==> config.mk <==
export PLATFORM = sky130hd
export DESIGN_NAME = spi_host_ctrl
export DESIGN_NICKNAME = d
export VERILOG_FILES = /design/src/rtl/spi_host_ctrl.sv
export SDC_FILE = /design/constraint.sdc
export NUM_CORES = 1
export LEC_CHECK = 0
export CORE_ASPECT_RATIO = 0.8
export CORE_UTILIZATION = 27
export DETAILED_ROUTE_END_ITERATION = 16
export GPL_ROUTABILITY_DRIVEN = 0
export PLACE_DENSITY = 0.54
export SYNTH_ARGS = -nofsm -noshare
export SYNTH_HDL_FRONTEND = slang
export SYNTH_SLANG_ARGS = --single-unit
==> constraint.sdc <==
create_clock -name clk -period 2.67 [get_ports clk]
set_clock_uncertainty 0.15 [all_clocks]
set_input_delay 0.534 -clock clk [delete_from_list [all_inputs] [get_ports clk]]
set_output_delay 0.534 -clock clk [all_outputs]
set_load 0.05 [all_outputs]
==> src/rtl/spi_host_ctrl.sv <==
`default_nettype none
// ============================================================================
// Module      : spi_host_ctrl
// Description : SPI mode-0 initiator issuing one 16-bit register read/write
//               frame per request, returning read data with a done pulse.
// Revision    : 1.0 - initial release
// ============================================================================
module spi_host_ctrl #(
  parameter int WIDTH      = 8,
  parameter int ADDR_WIDTH = 3,
  parameter int CLK_DIV    = 2
) (
  input  logic                  clk,
  input  logic                  rst_n,
  input  logic                  ena,
  input  logic                  start,
  input  logic                  rw,
  input  logic [ADDR_WIDTH-1:0] addr,
  input  logic [WIDTH-1:0]      wdata,
  output logic                  busy,
  output logic                  done,
  output logic [WIDTH-1:0]      rdata,
  output logic                  spi_cs_n,
  output logic                  spi_clk,
  output logic                  spi_mosi,
  input  logic                  spi_miso
);

  localparam int FRAME_W = 2 * WIDTH;
  localparam int CNT_W   = (CLK_DIV > 1) ? $clog2(CLK_DIV) : 1;
  localparam int BIT_W   = $clog2(FRAME_W);
  localparam logic [CNT_W-1:0] CNT_LAST = CNT_W'(CLK_DIV - 1);
  localparam logic [BIT_W-1:0] BIT_TOP  = BIT_W'(FRAME_W - 1);
  localparam logic [BIT_W-1:0] DATA_TOP = BIT_W'(WIDTH - 1);

  typedef enum logic [2:0] {
    S_IDLE    = 3'd0,
    S_SETUP   = 3'd1,
    S_SCLK_HI = 3'd2,
    S_SCLK_LO = 3'd3,
    S_HOLD    = 3'd4,
    S_GAP     = 3'd5
  } state_e;

  state_e               state_q, state_d;
  logic [CNT_W-1:0]     cnt_q, cnt_d;
  logic [BIT_W-1:0]     bitcnt_q, bitcnt_d;
  logic                 last_q, last_d;
  logic [FRAME_W-1:0]   frame_q, frame_d;
  logic [WIDTH-1:0]     miso_sr_q, miso_sr_d;
  logic                 rw_q, rw_d;
  logic                 cs_n_q, cs_n_d;
  logic                 sclk_q, sclk_d;
  logic                 mosi_q, mosi_d;
  logic                 busy_q, busy_d;
  logic                 done_q, done_d;
  logic [WIDTH-1:0]     rdata_q, rdata_d;

  logic                 w_cnt_done;
  logic                 w_rise;
  logic [WIDTH-2:0]     w_addr_ext;
  logic [FRAME_W-1:0]   w_frame;

  assign w_cnt_done = (cnt_q == CNT_LAST);
  assign w_addr_ext = (WIDTH - 1)'(addr);
  assign w_frame    = {rw, w_addr_ext, (rw ? wdata : {WIDTH{1'b0}})};

  always_comb begin
    state_d   = state_q;
    cnt_d     = cnt_q;
    bitcnt_d  = bitcnt_q;
    last_d    = last_q;
    frame_d   = frame_q;
    miso_sr_d = miso_sr_q;
    rw_d      = rw_q;
    cs_n_d    = cs_n_q;
    sclk_d    = sclk_q;
    mosi_d    = mosi_q;
    busy_d    = busy_q;
    done_d    = 1'b0;
    rdata_d   = rdata_q;
    w_rise    = 1'b0;

    if ((state_q != S_IDLE) && !ena) begin
      // Abort: drop back to idle with the bus released, no done pulse.
      state_d = S_IDLE;
      cnt_d   = '0;
      cs_n_d  = 1'b1;
      sclk_d  = 1'b0;
      mosi_d  = 1'b0;
      busy_d  = 1'b0;
    end else begin
      if (state_q != S_IDLE) begin
        cnt_d = w_cnt_done ? '0 : cnt_q + CNT_W'(1);
      end
      unique case (state_q)
        S_IDLE: begin
          if (start && ena) begin
            state_d  = S_SETUP;
            cnt_d    = '0;
            frame_d  = w_frame;
            rw_d     = rw;
            bitcnt_d = BIT_TOP;
            last_d   = 1'b0;
            cs_n_d   = 1'b0;
            mosi_d   = w_frame[FRAME_W-1];
            busy_d   = 1'b1;
          end
        end
        S_SETUP: begin
          if (w_cnt_done) begin
            state_d = S_SCLK_HI;
            w_rise  = 1'b1;
          end
        end
        S_SCLK_HI: begin
          if (w_cnt_done) begin
            state_d  = S_SCLK_LO;
            sclk_d   = 1'b0;
            last_d   = (bitcnt_q == '0);
            bitcnt_d = bitcnt_q - BIT_W'(1);
            frame_d  = frame_q << 1;
            mosi_d   = frame_q[FRAME_W-2];
          end
        end
        S_SCLK_LO: begin
          if (w_cnt_done) begin
            if (last_q) begin
              state_d = S_HOLD;
            end else begin
              state_d = S_SCLK_HI;
              w_rise  = 1'b1;
            end
          end
        end
        S_HOLD: begin
          if (w_cnt_done) begin
            state_d = S_GAP;
            cs_n_d  = 1'b1;
            mosi_d  = 1'b0;
          end
        end
        S_GAP: begin
          if (w_cnt_done) begin
            state_d = S_IDLE;
            busy_d  = 1'b0;
            done_d  = 1'b1;
            if (!rw_q) begin
              rdata_d = miso_sr_q;
            end
          end
        end
        default: begin
          state_d = S_IDLE;
        end
      endcase

      // MISO is captured on the edge raising SCLK, data byte only.
      if (w_rise) begin
        sclk_d = 1'b1;
        if (bitcnt_q <= DATA_TOP) begin
          miso_sr_d = {miso_sr_q[WIDTH-2:0], spi_miso};
        end
      end
    end
  end

  always_ff @(posedge clk or negedge rst_n) begin
    if (!rst_n) begin
      state_q   <= S_IDLE;
      cnt_q     <= '0;
      bitcnt_q  <= '0;
      last_q    <= 1'b0;
      frame_q   <= '0;
      miso_sr_q <= '0;
      rw_q      <= 1'b0;
      cs_n_q    <= 1'b1;
      sclk_q    <= 1'b0;
      mosi_q    <= 1'b0;
      busy_q    <= 1'b0;
      done_q    <= 1'b0;
      rdata_q   <= '0;
    end else begin
      state_q   <= state_d;
      cnt_q     <= cnt_d;
      bitcnt_q  <= bitcnt_d;
      last_q    <= last_d;
      frame_q   <= frame_d;
      miso_sr_q <= miso_sr_d;
      rw_q      <= rw_d;
      cs_n_q    <= cs_n_d;
      sclk_q    <= sclk_d;
      mosi_q    <= mosi_d;
      busy_q    <= busy_d;
      done_q    <= done_d;
      rdata_q   <= rdata_d;
    end
  end

  assign busy     = busy_q;
  assign done     = done_q;
  assign rdata    = rdata_q;
  assign spi_cs_n = cs_n_q;
  assign spi_clk  = sclk_q;
  assign spi_mosi = mosi_q;

endmodule
`default_nettype wire

==> results of run 1 <==
-- metal layers --
metal	GRT usage	part of all wire	wire length, um
met2	0.156	0.42	1780
met1	0.170	0.53	2220
met4	0.0391	0.010	44
met3	0.0289	0.038	162
met5	0	0	0
-- area by class of cell --
type | count | area share
well taps | 105 | 0.0495
multi-input cells | 140 | 0.347
clock inverters | 2 | 0.0141
repair buffers | 35 | 0.124
flip-flops and latches | 46 | 0.434
inverters | 3 | 0.00424
clock buffers | 6 | 0.0273
-- logic make-up (layout without fill, tap and decap cells) --
family,count (synthesis),count (layout),share of synthesized area
AO/OA/AOI/OAI,45,45,0.126
XOR/XNOR,2,2,0.00815
adder cells (fa/ha/maj),2,2,0.0116
buffers and inverters,17,46,0.0355
flip-flops,46,46,0.536
multiplexers,21,21,0.122
AND/OR/NAND/NOR,70,70,0.160
-- placed cells by master, fill, tap and decap left out, types with 2 or more instances in the layout --
master,instances
mux2_2,10
a21o_1,2
o21ai_0,19
nor2_1,9
buf_4,6
nand2b_1,4
a32oi_1,2
a22oi_1,2
nand2_1,34
and3_1,5
inv_1,3
clkdlybuf4s50_1,28
mux2i_1,3
nand4_1,3
clkbuf_8,5
xor2_1,2
dfrtp_1,45
nand3_1,3
ha_1,2
nor2b_1,2
mux2_4,8
nor3_1,3
a21oi_1,12
-- power by group --
group          internal [mW]  leakage [nW]  switching [mW]
logic                  0.170         0.552           0.245
clock network          0.280        0.0514           0.241
registers              0.793         0.596          0.0841
total                   1.24          1.20           0.569
-- worst min-delay path by stage --
stage | startpoint | endpoint | slack [ns]
floorplan | rst_n | bitcnt_q[0] | 0.09
global placement | frame_q[13] | frame_q[13] | 0.31
detailed placement | frame_q[10] | frame_q[10] | 0.32
CTS | rst_n | frame_q[0] | 0.19
global route | rst_n | frame_q[0] | 0.22
finish | rst_n | state_q[1] | 0.16
-- flip-flops by register name, summed over array words and instances, names as in the netlist --
name       count
last_q         1
state_q        3
cnt_q          1
bitcnt_q       4
done           1
frame_q       15
rdata          8
busy           1
rw_q           1
spi_clk        1
spi_cs_n       1
miso_sr_q      8
spi_mosi       1
-- stage by stage --
step / hold WS [ns] / area, um^2
floorplan: 0.0884 / 2150
detailed placement: 0.320 / 2550
finish: 0.163 / 2660
global placement: 0.313 / 2550
CTS: 0.195 / 2660
global route: 0.223 / 2660
-- cell usage after synthesis, drive strengths merged (2+ instances only) --
cell type | n | area [um^2]
nand3 | 4 | 25.0
nand2 | 34 | 128
o21ai | 20 | 100
dfrtp | 45 | 1130
mux2 | 18 | 233
ha | 2 | 25.0
clkbuf | 9 | 33.8
a32oi | 2 | 17.5
buf | 5 | 31.3
nor2b | 2 | 12.5
a21o | 2 | 15.0
inv | 3 | 11.3
a22oi | 2 | 15.0
a21oi | 12 | 60.1
and3 | 5 | 31.3
mux2i | 3 | 30.0
xor2 | 2 | 17.5
nor2 | 9 | 33.8
nor3 | 4 | 31.3
nand4 | 3 | 18.8
nand2b | 4 | 25.0
==> impl_metrics.ini, run 1 <==
[worst_hold_path]
hold_class = in2async

[place]
dp_slack_ns = 0.264
dp_hpwl_mm = 2.78
numPortBuffers = 29
dp.cells = 329

[layout]
seqCellArea_um2 = 1150
fill_cells = 787
drive_above_1_share = 0.151
multi_input_area_um2 = 921
area_growth_pct = 23.6
final_util = 0.351
antenna_cells = 0
fin_cells = 337
nets = 250

[synthesis]
ys.warnings.count = 0
async_flop_share = 1.00
synth_edf_count = 0
ys_seq_area_frac = 0.536
post_synth.cell_area_avg_um2 = 10.6
ys_ff_latch = 46
synth_fp_nets = 222
synth_cells = 203
synth-main-ff-cell = dfrtp_1
yosysUniqueCellTypes = 39
synthesis.area_um2 = 2150

[worst_setup_path]
crit_start = spi_cs_n
rrSetupSlack_ns = 0.63
cp.required_ns = 1.99
cp_cell_sequence = clkdlybuf4s50_1
path_max_fanout = 3
reg2reg_to = miso_sr_q[7]
worst_setup_path_end_kind = output pin
worst_path_largest_cell_delay_ns = 0.79
critical-path-slowest-cell = clkdlybuf4s50_1
cp-start-kind = flip-flop
r2r_start = cnt_q
reg2reg_depth = 3
path_depth = 1
critPathTopFamily = buffers and inverters
cp_num_buf_inv = 1
criticalPathCategory = reg2out
crit_path_end = spi_cs_n
arrival_ns = 1.64

[floorplanning]
fp.dieW_um = 102
std_cell_rows = 28
core_area_um2 = 7570
initial_core_util = 0.284
die_height_um = 81.8
die_area_um2 = 8320
ios = 30

[global_route]
grt_pass1_wl_mm = 7.25
grt_max_degree = 47
grt_util_all_layers = 0.114
overflow = 0
antenna_found_initial = 0
grt_pass1_vias = 1452

[clock_network]
cts_tree = yes
post-cts-setup-buffer-count = 0
clkTransAtPathRegs_ns = 0.09
post_cts_resized = 0
cts.path.max_buffers = 2
clk_latency_ns = 0.30
ctsHoldBuffers = 0
htree_levels = 2
cts_root_buf = clkbuf_8
cts_made_buffers = 5
cts_sinks = 46

[route]
vias = 1540
wl_mm = 4.21
via_per_inst = 4.57
postRouteAntennaNets = 0
wl_per_cell_um = 12.5
drtIter0Drc = 82
first_pass_iters = 4
drc = 0

[sta]
final-hold-violation-count = 0
tightest_slew_ns = 0.588
max_freq_mhz = 431
slew-limit-headroom = 0.608
min_period_ns = 2.32
finalCritPeriodShare = 0.869
slew_viol_final = 0
fin_ws_ns = 0.351
rsz0062_at_grt = no
setup_violations = 0
fin_tns_setup_ns = 0

[flow_run]
drv_cap = 0

[status]
outcome = completed

[power_and_ir_drop]
report.power.total_mw = 1.81
power.density_nw_per_um2 = 682
p_leak_nw = 1.20
ir_worst_vdd_uv = 288
Power figures use the tool's default switching activity.
==> run 2, diff against run 1 <==
--- a/config.mk
+++ b/config.mk
@@ -9,7 +9,6 @@
 export CORE_UTILIZATION = 27
 export DETAILED_ROUTE_END_ITERATION = 16
 export GPL_ROUTABILITY_DRIVEN = 0
-export PLACE_DENSITY = 0.54
 export SYNTH_ARGS = -nofsm -noshare
 export SYNTH_HDL_FRONTEND = slang
 export SYNTH_SLANG_ARGS = --single-unit
==> run 2 against run 1 <==
Utilization down 0.36 points. Flip-flop and latch count unchanged. Fmax is essentially flat. Critical path type unchanged. Critical endpoint unchanged. Largest cell class unchanged. Largest power group unchanged.
==> impl_metrics.ini, run 2 (synthesis gave the netlist of run 1 again) <==
[layout]
fill_cells = 785
largest_register_ffs = 15
fin_cells = 336
area_growth_pct = 22.3
seqCellArea_um2 = 1150
final_common_cell = dfrtp_1
nets = 249
multi_input_area_um2 = 921
final_cell_mix = dfrtp_1, nand2_1, clkdlybuf4s50_1, o21ai_0, a21oi_1
drive_above_1_share = 0.152
antenna_cells = 0
regMostFlops = frame_q

[route]
wl_per_cell_um = 12.3
via_per_inst = 4.52
drc = 0
first_pass_iters = 4
drtIter0Drc = 93
vias = 1518
postRouteAntennaNets = 0
wl_mm = 4.12

[worst_setup_path]
cp_cell_sequence = clkdlybuf4s50_1
r2r_start = state_q[0]
cp-start-kind = flip-flop
arrival_ns = 1.64
crit_start = spi_cs_n
reg2reg_to = miso_sr_q[7]
cp_num_buf_inv = 1
critical-path-slowest-cell = clkdlybuf4s50_1
worst_path_largest_cell_delay_ns = 0.79
crit_path_end = spi_cs_n
criticalPathCategory = reg2out
critPathTopFamily = buffers and inverters
worst_setup_path_end_kind = output pin
rrSetupSlack_ns = 0.55
path_depth = 1
cp.required_ns = 1.99
reg2reg_depth = 3
path_max_fanout = 3

[place]
dp_hpwl_mm = 2.79
dp.cells = 328
numPortBuffers = 29

[clock_network]
htree_levels = 2
clkTransAtPathRegs_ns = 0.09
cts_made_buffers = 5
cts.path.max_buffers = 2
cts_tree = yes
cts_root_buf = clkbuf_8
cts_sinks = 46
post_cts_resized = 0
clk_latency_ns = 0.30
ctsHoldBuffers = 0
post-cts-setup-buffer-count = 0

[global_route]
grt_pass1_wl_mm = 7.18
overflow = 0
grt_max_degree = 47
grt_pass1_vias = 1505
antenna_found_initial = 0
grt_util_all_layers = 0.112

[floorplanning]
die_area_um2 = 8320
ios = 30
fp.dieW_um = 102
std_cell_rows = 28
die_height_um = 81.8
initial_core_util = 0.284
core_area_um2 = 7570

[sta]
final-hold-violation-count = 0
slew_viol_final = 0
finalCritPeriodShare = 0.869
rsz0062_at_grt = no
slew-limit-headroom = 0.614
fin_tns_setup_ns = 0
min_period_ns = 2.32
setup_violations = 0
max_freq_mhz = 431
tightest_slew_ns = 0.578

[worst_hold_path]
hold_class = in2async

[flow_run]
drv_cap = 0

[status]
outcome = completed

[power_and_ir_drop]
p_leak_nw = 1.19
ir_worst_vdd_uv = 255
power.density_nw_per_um2 = 657
[run 2: changes by cell type in the layout (fill, tap and decap cells not counted)]
cell / previous run / this run
buf_4: 6 / 5
bufinv_16: 1 / 0
clkbuf_1: 1 / 0
clkinv_2: 0 / 1
clkinv_4: 0 / 1
[run 2: cell type report]
| type | instances | area share |
|---|---|---|
| Clock inverter | 3 | 0.00809 |
| Sequential cell | 46 | 0.438 |
| Multi-Input combinational cell | 140 | 0.350 |
| Inverter | 3 | 0.00428 |
| Clock buffer | 5 | 0.0262 |
| Timing Repair Buffer | 34 | 0.123 |
| Tap cell | 105 | 0.0500 |
[run 2: per-stage QoR]
step	instance area, um^2	hold WS (ns)	util	setup WS (ns)	total power, mW
6_report	2630	0.159	0.347	0.349	1.73
5_1_grt	2630	0.223	0.347	0.315	1.83
4_1_cts	2630	0.188	0.347	0.330	1.75
3_5_place_dp	2540	0.320	0.335	0.212	1.31
3_3_place_gp	2540	0.312	0.335	0.240	1.30
2_1_floorplan	2150	0.0884	-	0.792	1.16
[run 2: layer usage]
metal	global-route usage	vias up	part of all wire
met5	0	-	0
met3	0.0349	5	0.041
met2	0.170	19	0.44
met1	0.150	734	0.52
met4	0.0391	0	0.0070
li1	-	760	-
[run 2: how the worst min path moves through the flow]
stage                            from     endpoint  slack [ns]  cells after the start
after global placement    frame_q[10]  frame_q[10]        0.31                      2
after global routing            rst_n        cnt_q        0.22                      2
after CTS                       rst_n     rdata[6]        0.19                      2
after detailed placement   frame_q[9]   frame_q[9]        0.32                      2
final                           rst_n        cnt_q        0.16                      2
after floorplan                 rst_n  bitcnt_q[0]        0.09                      0
[run 2: power breakdown]
| part | total, mW | switching [mW] | internal (mW) |
|---|---|---|---|
| logic | 0.405 | 0.239 | 0.166 |
| registers | 0.886 | 0.0931 | 0.793 |
| clock network | 0.435 | 0.251 | 0.184 |
